**config.mk**
```make
export PLATFORM = sky130hd
export DESIGN_NAME = mux3_rr_arbiter
export DESIGN_NICKNAME = d
export VERILOG_FILES = /design/src/rtl/mux3_pkg.sv /design/src/rtl/rr_pick.sv /design/src/rtl/mux3_rr_arbiter.sv
export SDC_FILE = /design/constraint.sdc
export NUM_CORES = 1
export LEC_CHECK = 0
export CORE_ASPECT_RATIO = 1.75
export CORE_MARGIN = 2
export CORE_UTILIZATION = 25
export DETAILED_ROUTE_END_ITERATION = 10
export GPL_ROUTABILITY_DRIVEN = 0
export GPL_TIMING_DRIVEN = 0
export SLEW_MARGIN = 20
export SYNTH_ARGS = -nofsm -noshare
export SYNTH_HDL_FRONTEND = slang
export SYNTH_HIERARCHICAL = 1
export SYNTH_SLANG_ARGS = --single-unit
```
**constraint.sdc**
```tcl
create_clock -name clk -period 4.6 [get_ports clk]
set_input_delay 0.92 -clock clk [delete_from_list [all_inputs] [get_ports clk]]
set_output_delay 0.92 -clock clk [all_outputs]
set_load 0.05 [all_outputs]
```
**src/rtl/mux3_pkg.sv**
```systemverilog
// Shared types and helpers for the 3:1 one-hot mux controllers.
// Holds the arbiter state encoding, the source count and a one-hot helper.
package mux3_pkg;

    localparam int N_SRC = 3;

    typedef enum logic [1:0] {
        IDLE  = 2'd0,
        GRANT = 2'd1,
        GAP   = 2'd2
    } state_t;

    // Index 3 has no source and maps to an all-zero select.
    function automatic logic [N_SRC-1:0] onehot(input logic [1:0] idx);
        onehot = N_SRC'(1) << idx;
    endfunction

endpackage

```
**src/rtl/rr_pick.sv**
```systemverilog
// Combinational round-robin picker: first set request bit scanning upward
// from last+1, wrapping modulo N. Outputs are all-zero when req is zero.
module rr_pick
    import mux3_pkg::*;
#(
    parameter int N = N_SRC
) (
    input  logic [N-1:0] req,
    input  logic [1:0]   last,
    output logic [N-1:0] pick_oh,
    output logic [1:0]   pick_id
);

    logic [2:0] pos;

    // Scan from the farthest offset down so the nearest requester is written last and wins.
    always_comb begin
        pick_oh = '0;
        pick_id = '0;
        pos     = '0;
        for (int k = N; k >= 1; k--) begin
            pos = 3'(last) + 3'(k);
            if (pos >= 3'(N)) pos = pos - 3'(N);
            if (pos >= 3'(N)) pos = pos - 3'(N);
            if (req[pos[1:0]]) begin
                pick_oh          = '0;
                pick_oh[pos[1:0]] = 1'b1;
                pick_id          = pos[1:0];
            end
        end
    end

endmodule

```
**src/rtl/mux3_rr_arbiter.sv**
```systemverilog
// Round-robin owner selection for the shared 3:1 one-hot mux, with bounded
// hold time and a one-cycle all-zero gap between consecutive owners.
module mux3_rr_arbiter
    import mux3_pkg::*;
#(
    parameter int N        = N_SRC,
    parameter int MAX_HOLD = 4
) (
    input  logic         clk,
    input  logic         rst_n,
    input  logic [N-1:0] req,
    output logic [N-1:0] sl,
    output logic [1:0]   gnt_id,
    output logic         busy,
    output logic         preempt,
    output state_t       state_dbg
);

    // Handshake: a source holds req high for as long as it wants the mux; it owns
    // the mux exactly while its sl bit is high, and dropping req ends ownership
    // at the next edge. Requests are not latched, only sampled when picking.

    localparam int             CW        = (MAX_HOLD < 1) ? 1 : $clog2(MAX_HOLD + 1);
    localparam logic [CW-1:0]  HOLD_MAX  = CW'(MAX_HOLD);
    localparam logic [CW-1:0]  HOLD_LAST = CW'(MAX_HOLD - 1);

    state_t          state, state_d;
    logic [CW-1:0]   hold_cnt, hold_d;
    logic [1:0]      last, last_d;
    logic [N-1:0]    sl_d;
    logic [1:0]      gnt_id_d;
    logic            busy_d, preempt_d;

    logic [N-1:0]    pick_oh;
    logic [1:0]      pick_id;
    logic            owner_req;
    logic            timeout;

    rr_pick #(.N(N)) u_pick (
        .req     (req),
        .last    (last),
        .pick_oh (pick_oh),
        .pick_id (pick_id)
    );

    // In GRANT, sl is the owner's one-hot, so it doubles as the owner mask.
    assign owner_req = |(req & sl);
    assign timeout   = (MAX_HOLD != 0) && (hold_cnt >= HOLD_LAST) && (|(req & ~sl));

    always_comb begin
        state_d   = state;
        hold_d    = hold_cnt;
        last_d    = last;
        sl_d      = sl;
        gnt_id_d  = gnt_id;
        busy_d    = busy;
        preempt_d = 1'b0;
        case (state)
            IDLE, GAP: begin
                hold_d = '0;
                if (|req) begin
                    state_d  = GRANT;
                    sl_d     = pick_oh;
                    gnt_id_d = pick_id;
                    busy_d   = 1'b1;
                end else begin
                    state_d  = IDLE;
                    sl_d     = '0;
                    gnt_id_d = '0;
                    busy_d   = 1'b0;
                end
            end
            GRANT: begin
                if (!owner_req || timeout) begin
                    // Release takes priority, so preempt only marks a pure revocation.
                    state_d   = GAP;
                    last_d    = gnt_id;
                    sl_d      = '0;
                    gnt_id_d  = '0;
                    busy_d    = 1'b0;
                    hold_d    = '0;
                    preempt_d = owner_req;
                end else if (hold_cnt != HOLD_MAX) begin
                    hold_d = hold_cnt + 1'b1;
                end
            end
            default: begin
                state_d  = IDLE;
                hold_d   = '0;
                sl_d     = '0;
                gnt_id_d = '0;
                busy_d   = 1'b0;
            end
        endcase
    end

    always_ff @(posedge clk or negedge rst_n) begin
        if (!rst_n) begin
            state    <= IDLE;
            hold_cnt <= '0;
            last     <= 2'(N - 1);
            sl       <= '0;
            gnt_id   <= '0;
            busy     <= 1'b0;
            preempt  <= 1'b0;
        end else begin
            state    <= state_d;
            hold_cnt <= hold_d;
            last     <= last_d;
            sl       <= sl_d;
            gnt_id   <= gnt_id_d;
            busy     <= busy_d;
            preempt  <= preempt_d;
        end
    end

    assign state_dbg = state;

endmodule

```
==> flow_summary.ini <==
[worst_setup_path]
rr_endpoint = hold_cnt[1]$_DFFE_PN0P_
reg2reg_from = hold_cnt[0]$_DFFE_PN0P_
timing.critical_path.to = hold_cnt[1]$_DFFE_PN0P_
worstSetupEndpointType = flip-flop
r2r_setup_slack_ns = 2.38
reg2reg_depth = 6
worstSetupPathType = in2reg
crit_fanout = 9
critPathRequiredTime_ns = 4.75
critPathLaunch = req[1]
critPathLaunchType = primary input
crit_arrival_ns = 2.80

[die]
die_area_um2 = 4092
die_height_um = 83.14
io_pins = 14
core-area_um2 = 3398
die_w_um = 49.22
rows = 28
start_util_pct = 26.33

[global_route]
grtUsageTotal_pct = 10.00
antenna_found_initial = 0
grt_pass1_wl_um = 3291
overflow = 0
grt_max_degree = 15
grt_pass1_vias = 786

[placed_design]
dp_cells = 150
portBuffers = 13
dp_slack_ns = 1.667
hpwlAfterDp_um = 1517

[drt]
drc = 0
routed_wl_um = 1877
drt.antenna.violating_nets = 0
wl_per_cell_um = 12.19
vias = 726
drt_iter0_markers = 17
first_pass_iters = 4
viasPerCell = 4.714

[sta]
final.period_utilization_pct = 57.71
fmaxAchievable_ghz = 0.3767
finClkSkew_ns = 0.004656
hold_violations = 0
period_needed_ns = 2.655
worst_pin_slew_ns = 0.8702
grt_setup_unrepaired = no
fin_tns_setup_ns = 0
setup_ws_ns = 1.945
slew_viol_final = 0
setup_viol = 0
maxSlewHeadroom_pct = 41.54

[yosys]
yosys_warnings = 6
synth.distinct_cells = 33
yosysSeqAreaShare_pct = 39.30
synth_nets = 104
syn_inst = 92
synth_simple_gate_area_share_pct = 14.55
synth_fa_ha_area_share_pct = 9.790
synth-seq-cells = 14
synth_xor_area_share_pct = 0.9790
synth_top_family_by_area = compound AO/OA/AOI/OAI gates
synth-compound-area-share_pct = 23.08
synth_mux_area_share_pct = 6.294
avgSynthCellArea_um2 = 9.724
synth_area_um2 = 894.6

[cells_and_area]
fin_cells = 154
fillers = 376
syn2layout_area_growth_pct = 26.99
antenna_cells = 0
layout-drive-gt1-share_pct = 11.93
nets = 122
final_core_util_pct = 33.43

[power_and_ir_drop]
ir_drop_v = 0.0003132
powerDensity_nw_per_um2 = 662.2
p_total_uw = 752.3
power.leakage_uw = 0.0004838

[clock_tree]
cts_buffers = 3
clkLatencyLatePin_ns = 0.24
path_clk_slew_ns = 0.06
holdBufCountCts = 0
htreeDepth = 1
cts_root_buf = clkbuf_8
tritoncts = done
cts.sink_count = 14
cts_buffer_depth = 2
cts_setup_buffers = 0
ctsResizeCount = 0

[worst_hold_path]
hold_path_depth = 1
min_path_type = reg2reg
worstHoldStart = busy$_DFFE_PN0P_

[status]
outcome = complete, no violations

[run]
max_cap_viol_count = 0
-- cells in the mapped netlist, drive strengths merged --
cell type	instances	share of area, %
a211oi	1	0.84
a21boi	3	2.5
a21o	1	0.84
a21oi	4	2.2
a222oi	1	1.1
a22o	5	4.9
a31oi	2	1.4
and3b	1	0.98
buf	2	1.8
dfrtp	13	36
dfstp	1	2.9
ha	7	9.8
inv	10	4.2
mux2	2	2.5
mux2i	3	3.8
nand2	5	2.1
nand2b	6	4.2
nand3	1	0.56
nor2	5	2.1
nor3	3	1.7
nor3b	1	0.84
nor4	2	1.4
o2111ai	1	0.98
o21ai	5	2.8
o21bai	1	0.84
o22a	2	2.1
o22ai	1	0.70
o32ai	1	1.8
or2	1	0.70
xnor2	1	0.98
-- worst min path at each step --
stage,to
after floorplan,last[0]$_DFFE_PN0P_
after global placement,busy$_DFFE_PN0P_
after detailed placement,busy$_DFFE_PN0P_
after CTS,busy$_DFFE_PN0P_
after global routing,busy$_DFFE_PN0P_
final,busy$_DFFE_PN0P_
-- state kept, by name (all words and copies together), names as in the netlist --
name	cells
preempt	1
hold_cnt	3
state_dbg	2
busy	1
gnt_id	2
sl	3
last	2
-- logic make-up after synthesis --
logic type	after synthesis
xor gates and xnor gates	1
and+or+nand+nor	25
DFF	14
adders and majority gates	7
muxes	5
buffers and inverters	12
AOI/OAI and AO/OA	28
-- cell usage in the layout (no fill, tap or decap), types with 2 or more instances in the layout --
cell type        count
inv_1               10
nor4_1               2
nor3_1               3
a22o_1               5
a31oi_1              2
nand2_1              5
dfrtp_1             13
mux2_2               2
nand2b_1             6
clkdlybuf4s50_1     13
ha_1                 7
a21oi_1              4
nor2_1               5
mux2i_1              2
clkbuf_8             4
o21ai_0              5
a21boi_0             3
-- worst max-delay path, stage by stage --
cell and delay [ns]:
clkdlybuf4s50_1 0.64, a222oi_1 0.22, nor3_1 0.74, a21boi_0 0.27
-- where the power goes --
| part | leakage (µW) | total [µW] | switching [µW] | internal [µW] |
|---|---|---|---|---|
| combinational | 0.000273 | 439 | 262 | 176 |
| sequential | 0.000182 | 195 | 32.4 | 163 |
| clock | 0.0000288 | 118 | 42.4 | 75.7 |
| total | 0.000484 | 752 | 337 | 415 |
-- routing by layer --
metal | GRT usage, % | wire length, µm | share of wire, %
met5 | 0 | 0 | 0
met4 | 3.636 | 0 | 0
met2 | 19.29 | 1101 | 59
met1 | 10.42 | 727 | 39
met3 | 1.439 | 48 | 2.6
-- stage by stage --
| step | hold WS (ns) | cell area (µm²) |
|---|---|---|
| after global routing | 0.5218 | 1136 |
| after detailed placement | 0.4735 | 1081 |
| after CTS | 0.4870 | 1136 |
| after floorplan | 0.5376 | 894.6 |
| final | 0.4835 | 1136 |
| after global placement | 0.4677 | 1081 |
-- cell type report --
class,count,area [µm²],area share (%)
multi-input combinational,66,489.2,43.06
sequential,14,351.6,30.95
timing repair buffer,13,130.1,11.45
tap,45,56.30,4.956
clock buffer,4,55.05,4.846
inverter,10,37.54,3.304
buffer,2,16.27,1.432
(Power assumes the default switching activity.)
==> patch 1, RTL diff (same flow settings) <==
Change the parameter `MAX_HOLD` from 4 to 2.
--- a/src/rtl/mux3_rr_arbiter.sv
+++ b/src/rtl/mux3_rr_arbiter.sv
@@ -4,7 +4,7 @@
     import mux3_pkg::*;
 #(
     parameter int N        = N_SRC,
-    parameter int MAX_HOLD = 4
+    parameter int MAX_HOLD = 2
 ) (
     input  logic         clk,
     input  logic         rst_n,
Check against the original RTL: not equivalent (Yosys sat finds a counterexample within 4 cycles, from zero or initial values and one cycle with rst_n low).
==> patch 1 against the original RTL <==
Design area shrank 6.4%. Clock skew fell by 0.0010 ns. Sequential share of layout area fell by 0.24 points. Critical path depth did not move. Setup slack worse by 0.054 ns. Sequential cell count fell by 1. Power shrank 2.3%. Synthesized cell count shrank 7.6%. Wire length grew 2.9%. Count of clock-buffer cells in the layout unchanged. Area after synthesis down 6.7%. Register-to-register slack better by 0.27 ns.
==> patch 1: results (changes against the original RTL) <==
Pwr
  – Leakage power: 0.0004589 uW (-5.1%)
  – VDD IR max: 185.6 uV (-41%)

CTS
  – Clock buffer depth: 2 (unchanged)
  – Skew-Pair Late Insertion Delay: roughly 0.25 ns

Global routing
  – Vias in the first global route: 707 (-10%)
  – First-pass GRT wire length: 3111 um (-5.5%)
  – Largest net degree at the start of global routing: 14 (-1)
  – Total GRT Usage: 0.1155 (+0.01548)
  – Met2 usage: 0.2054 (+0.01253)
  – Met1 GRT Util: 0.1154 (+0.01119)
  – Grt met3 use: 0.01573 (+0.001342)

Critical path
  – Crit path DAT: 2.83 ns (+0.03 ns)
  – Crit Path Max Fanout: 8 (-1)

Place
  – DP Worst Slack: 1.608 ns (-0.05924 ns)
  – DP HPWL: 1516 um (-0.13%)

Synthesis
  – Top post-synthesis cells by count: dfrtp_1, inv_1, ha_1, nand2b_1
  – Number of distinct library cells after synthesis: 31 (-6.1%)
  – Sequential area share after synthesis: 0.3913 (-0.001703)
  – Synthesized Nets: 96 (-7.7%)
  – Top post-synthesis cells by area: dfrtp_1, ha_1, a22o_1, nand2b_1, inv_1

Cells and area
  – FILL cells: 344 (-8.5%)
  – Nets: 114 (-6.6%)
  – Share of cells above drive strength 1: 0.1078 (-0.01142)
  – N_diodes: 0 (unchanged)

Status
  – Status: finished clean

Drt
  – Initial drt markers: 41 (+24)
  – Via Count: 725 (-0.14%)
  – Routed wire length: 1932 um (+2.9%)

Timing
  – Rel. slew slack: 0.5161 (+0.1007)
  – Worst Skew: 0.003648 ns (-0.001009 ns)
==> patch 1: final cells by class <==
cell class	count	area, um2	share of cell area
Multi-Input combinational cell	61	457.9	0.4306
Sequential cell	13	326.6	0.3071
Tap cell	43	53.80	0.05059
Timing Repair Buffer	13	130.1	0.1224
Inverter	9	33.78	0.03176
Clock buffer	4	45.04	0.04235
Buffer	2	16.27	0.01529
==> patch 1: where the power goes <==
part,switching [uW],total [uW],internal [uW]
Clock,40.0,101,61.2
Combinational,274,450,176
Sequential,29.7,185,155
==> patch 1: final timing paths <==
| path | start | endpoint | slack [ns] | cells past startpoint |
|---|---|---|---|---|
| max reg2reg | last[1] | sl[1] | 2.65 | 8 |
| min reg2reg | busy | busy | 0.50 | 1 |
| min in group asynchronous | rst_n | last[0] | 1.04 | 1 |
| min | busy | busy | 0.50 | 1 |
| max in group asynchronous | rst_n | busy | 3.19 | 1 |
| max | req[1] | state_dbg[0] | 1.89 | 4 |
==> patch 1: layer usage <==
| layer | part of all wire | vias up |
|---|---|---|
| met3 | 0.046 | 7 |
| met2 | 0.54 | 28 |
| li1 | - | 345 |
| met5 | 0 | - |
| met4 | 0.035 | 0 |
| met1 | 0.37 | 345 |
==> patch 1: stage by stage <==
stage | util | area (um2) | instances | hold slack [ns] | total power (uW)
after floorplan | - | 834.6 | 85 | 0.5376 | 512.2
after global placement | 0.3207 | 1018 | 141 | 0.4827 | 623.2
after detailed placement | 0.3207 | 1018 | 141 | 0.4904 | 635.3
after CTS | 0.3349 | 1064 | 145 | 0.5018 | 737.4
after global routing | 0.3349 | 1064 | 145 | 0.5280 | 785.1
final | 0.3349 | 1064 | 145 | 0.4954 | 735.4
==> patch 1: logic make-up after synthesis <==
| family | synth area share |
|---|---|
| buffers and inverters | 0.05996 |
| xor gates and xnor gates | 0.01050 |
| adders and majority gates | 0.08995 |
| DFF | 0.3913 |
| muxes | 0.07946 |
| AOI/OAI and AO/OA | 0.2204 |
| and+or+nand+nor | 0.1484 |
==> patch 1: critical path, stage by stage <==
cell             delay, ns
clkdlybuf4s50_1       0.59
a222oi_1              0.75
nor3_1                0.28
or2_1                 0.30
==> patch 2, RTL diff (same flow settings) <==
Without the edit above. Register the output `state_dbg` once more; this adds one clock of latency there. The other outputs are not delayed to match.
--- a/src/rtl/mux3_rr_arbiter.sv
+++ b/src/rtl/mux3_rr_arbiter.sv
@@ -114,7 +114,9 @@
         end
     end
 
-    assign state_dbg = state;
+    always_ff @(posedge clk) begin
+        state_dbg <= state;
+    end
 
 endmodule
 
Behaviour: not the same (a bounded check fails within 4 cycles, from zero or initial values and one cycle with rst_n low).
==> patch 2 against the original RTL <==
Global-route usage grew 0.34 points. Sequential cell count grew 2. Setup slack lost 0.027 ns. Wire length grew 6.7%. Design area grew 3.6%. Power grew 4.2%. Critical path depth is the same. Via count grew 5.1%. Area after synthesis grew 4.5%. Core utilization shrank 0.66 points. Largest cell class unchanged.
==> patch 2: results (changes against the original RTL) <==
Status
  – Status: finished clean

Cells and area
  – Nets: 124 (+1.6%)

CTS
  – CTS H-tree lvls: 1 (unchanged)
  – Root Buffer: clkbuf_8

Worst hold path
  – Worst hold path class: reg2reg
  – WHS Endpoint: state_dbg[1]
  – Cells on Worst Hold Path: 0 (-1)
  – Min-delay src: state[1]

Critical path
  – Reg-to-Reg End: hold_cnt[2]
  – Crit path DAT: 2.85 ns (+0.05 ns)
  – Worst reg2reg setup slack: 2.36 ns (-0.02 ns)

Global routing
  – First-pass GRT wire length: 3387 um (+2.9%)
  – Vias in the first global route: 732 (-6.9%)
  – Total GRT Usage: 0.1034 (+0.003386)

Place
  – Dpl cell area: 0.001122 mm2 (+3.8%)
  – DP HPWL: 1619 um (+6.7%)

Drt
  – Max Used Layer: met4
  – Via-to-Cell Ratio: 4.860 (+3.1%)
  – Wire length on met2: 1122 um (+1.9%)
  – M1 WL: 739 um (+1.7%)
  – Metal3 WL: 97 um (+100%)
  – Initial drt markers: 15 (-2)
  – Routed wire per std cell: 12.76 um (+4.7%)

Timing
  – Worst Skew: 0.003545 ns (-0.001111 ns)
  – Worst Tran Pin Value: 0.9127 ns (+0.04253 ns)

Synthesis
  – Number of distinct library cells after synthesis: 34 (+3.0%)
  – Synth Warn #: 6 (unchanged)
  – Top post-synthesis cells by area: dfrtp_1, ha_1, a22o_1, dfxtp_1, inv_1
  – Async S/R FF share, synth: 0.8750 (-0.1250)
  – Synthesized Nets: 106 (+1.9%)
  – Sequential area share after synthesis: 0.4190 (+0.02600)

Pwr
  – Leakage power: 0.0005040 uW (+4.2%)
  – VDD IR max: 241.1 uV (-23%)
==> patch 2: where the power goes <==
group | total [uW] | internal (uW) | switching, uW
clock | 124 | 76.0 | 48.2
combinational | 438 | 174 | 263
sequential | 222 | 189 | 33.3
total | 784 | 439 | 345
==> patch 2: routing by layer <==
layer / GRT usage / vias to the layer above
li1: - / 372
met1: 0.1069 / 362
met2: 0.1914 / 26
met3: 0.01232 / 3
met4: 0.06061 / 0
met5: 0 / -
==> patch 2: cell type report <==
class / instances / area [um2]
Inverter: 10 / 37.54
Timing Repair Buffer: 13 / 130.1
Multi-Input combinational cell: 66 / 489.2
Clock buffer: 4 / 55.05
Buffer: 2 / 16.27
Tap cell: 46 / 57.56
Sequential cell: 16 / 391.6
Fill cell: 369 / 2415
==> patch 2: critical path: stages <==
cell             delay (ns)
clkdlybuf4s50_1        0.66
a222oi_1               0.23
nor3_1                 0.77
a21boi_0               0.26
==> patch 2: per-stage QoR <==
| stage | hold WS, ns | util | instances | setup WS, ns | power (uW) |
|---|---|---|---|---|---|
| floorplan | 0.3386 | - | 94 | 2.561 | 544.1 |
| global placement | 0.3534 | 0.3124 | 153 | 1.714 | 655.6 |
| detailed placement | 0.3678 | 0.3124 | 153 | 1.622 | 664.7 |
| CTS | 0.3850 | 0.3278 | 157 | 1.896 | 791.5 |
| global route | 0.3981 | 0.3278 | 157 | 1.710 | 841.9 |
| finish | 0.3772 | 0.3278 | 157 | 1.918 | 784.1 |
==> patch 2: logic make-up (layout without fill, tap and decap cells) <==
family          after synthesis  count (layout)  synth area share
compound gates               28              28            0.2209
xor+xnor                      1               1          0.009373
simple gates                 25              25            0.1392
fa+ha+maj                     7               7           0.09370
buf+inv                      12              29           0.05756
mux                           5               5           0.06024
flops                        16              16            0.4190
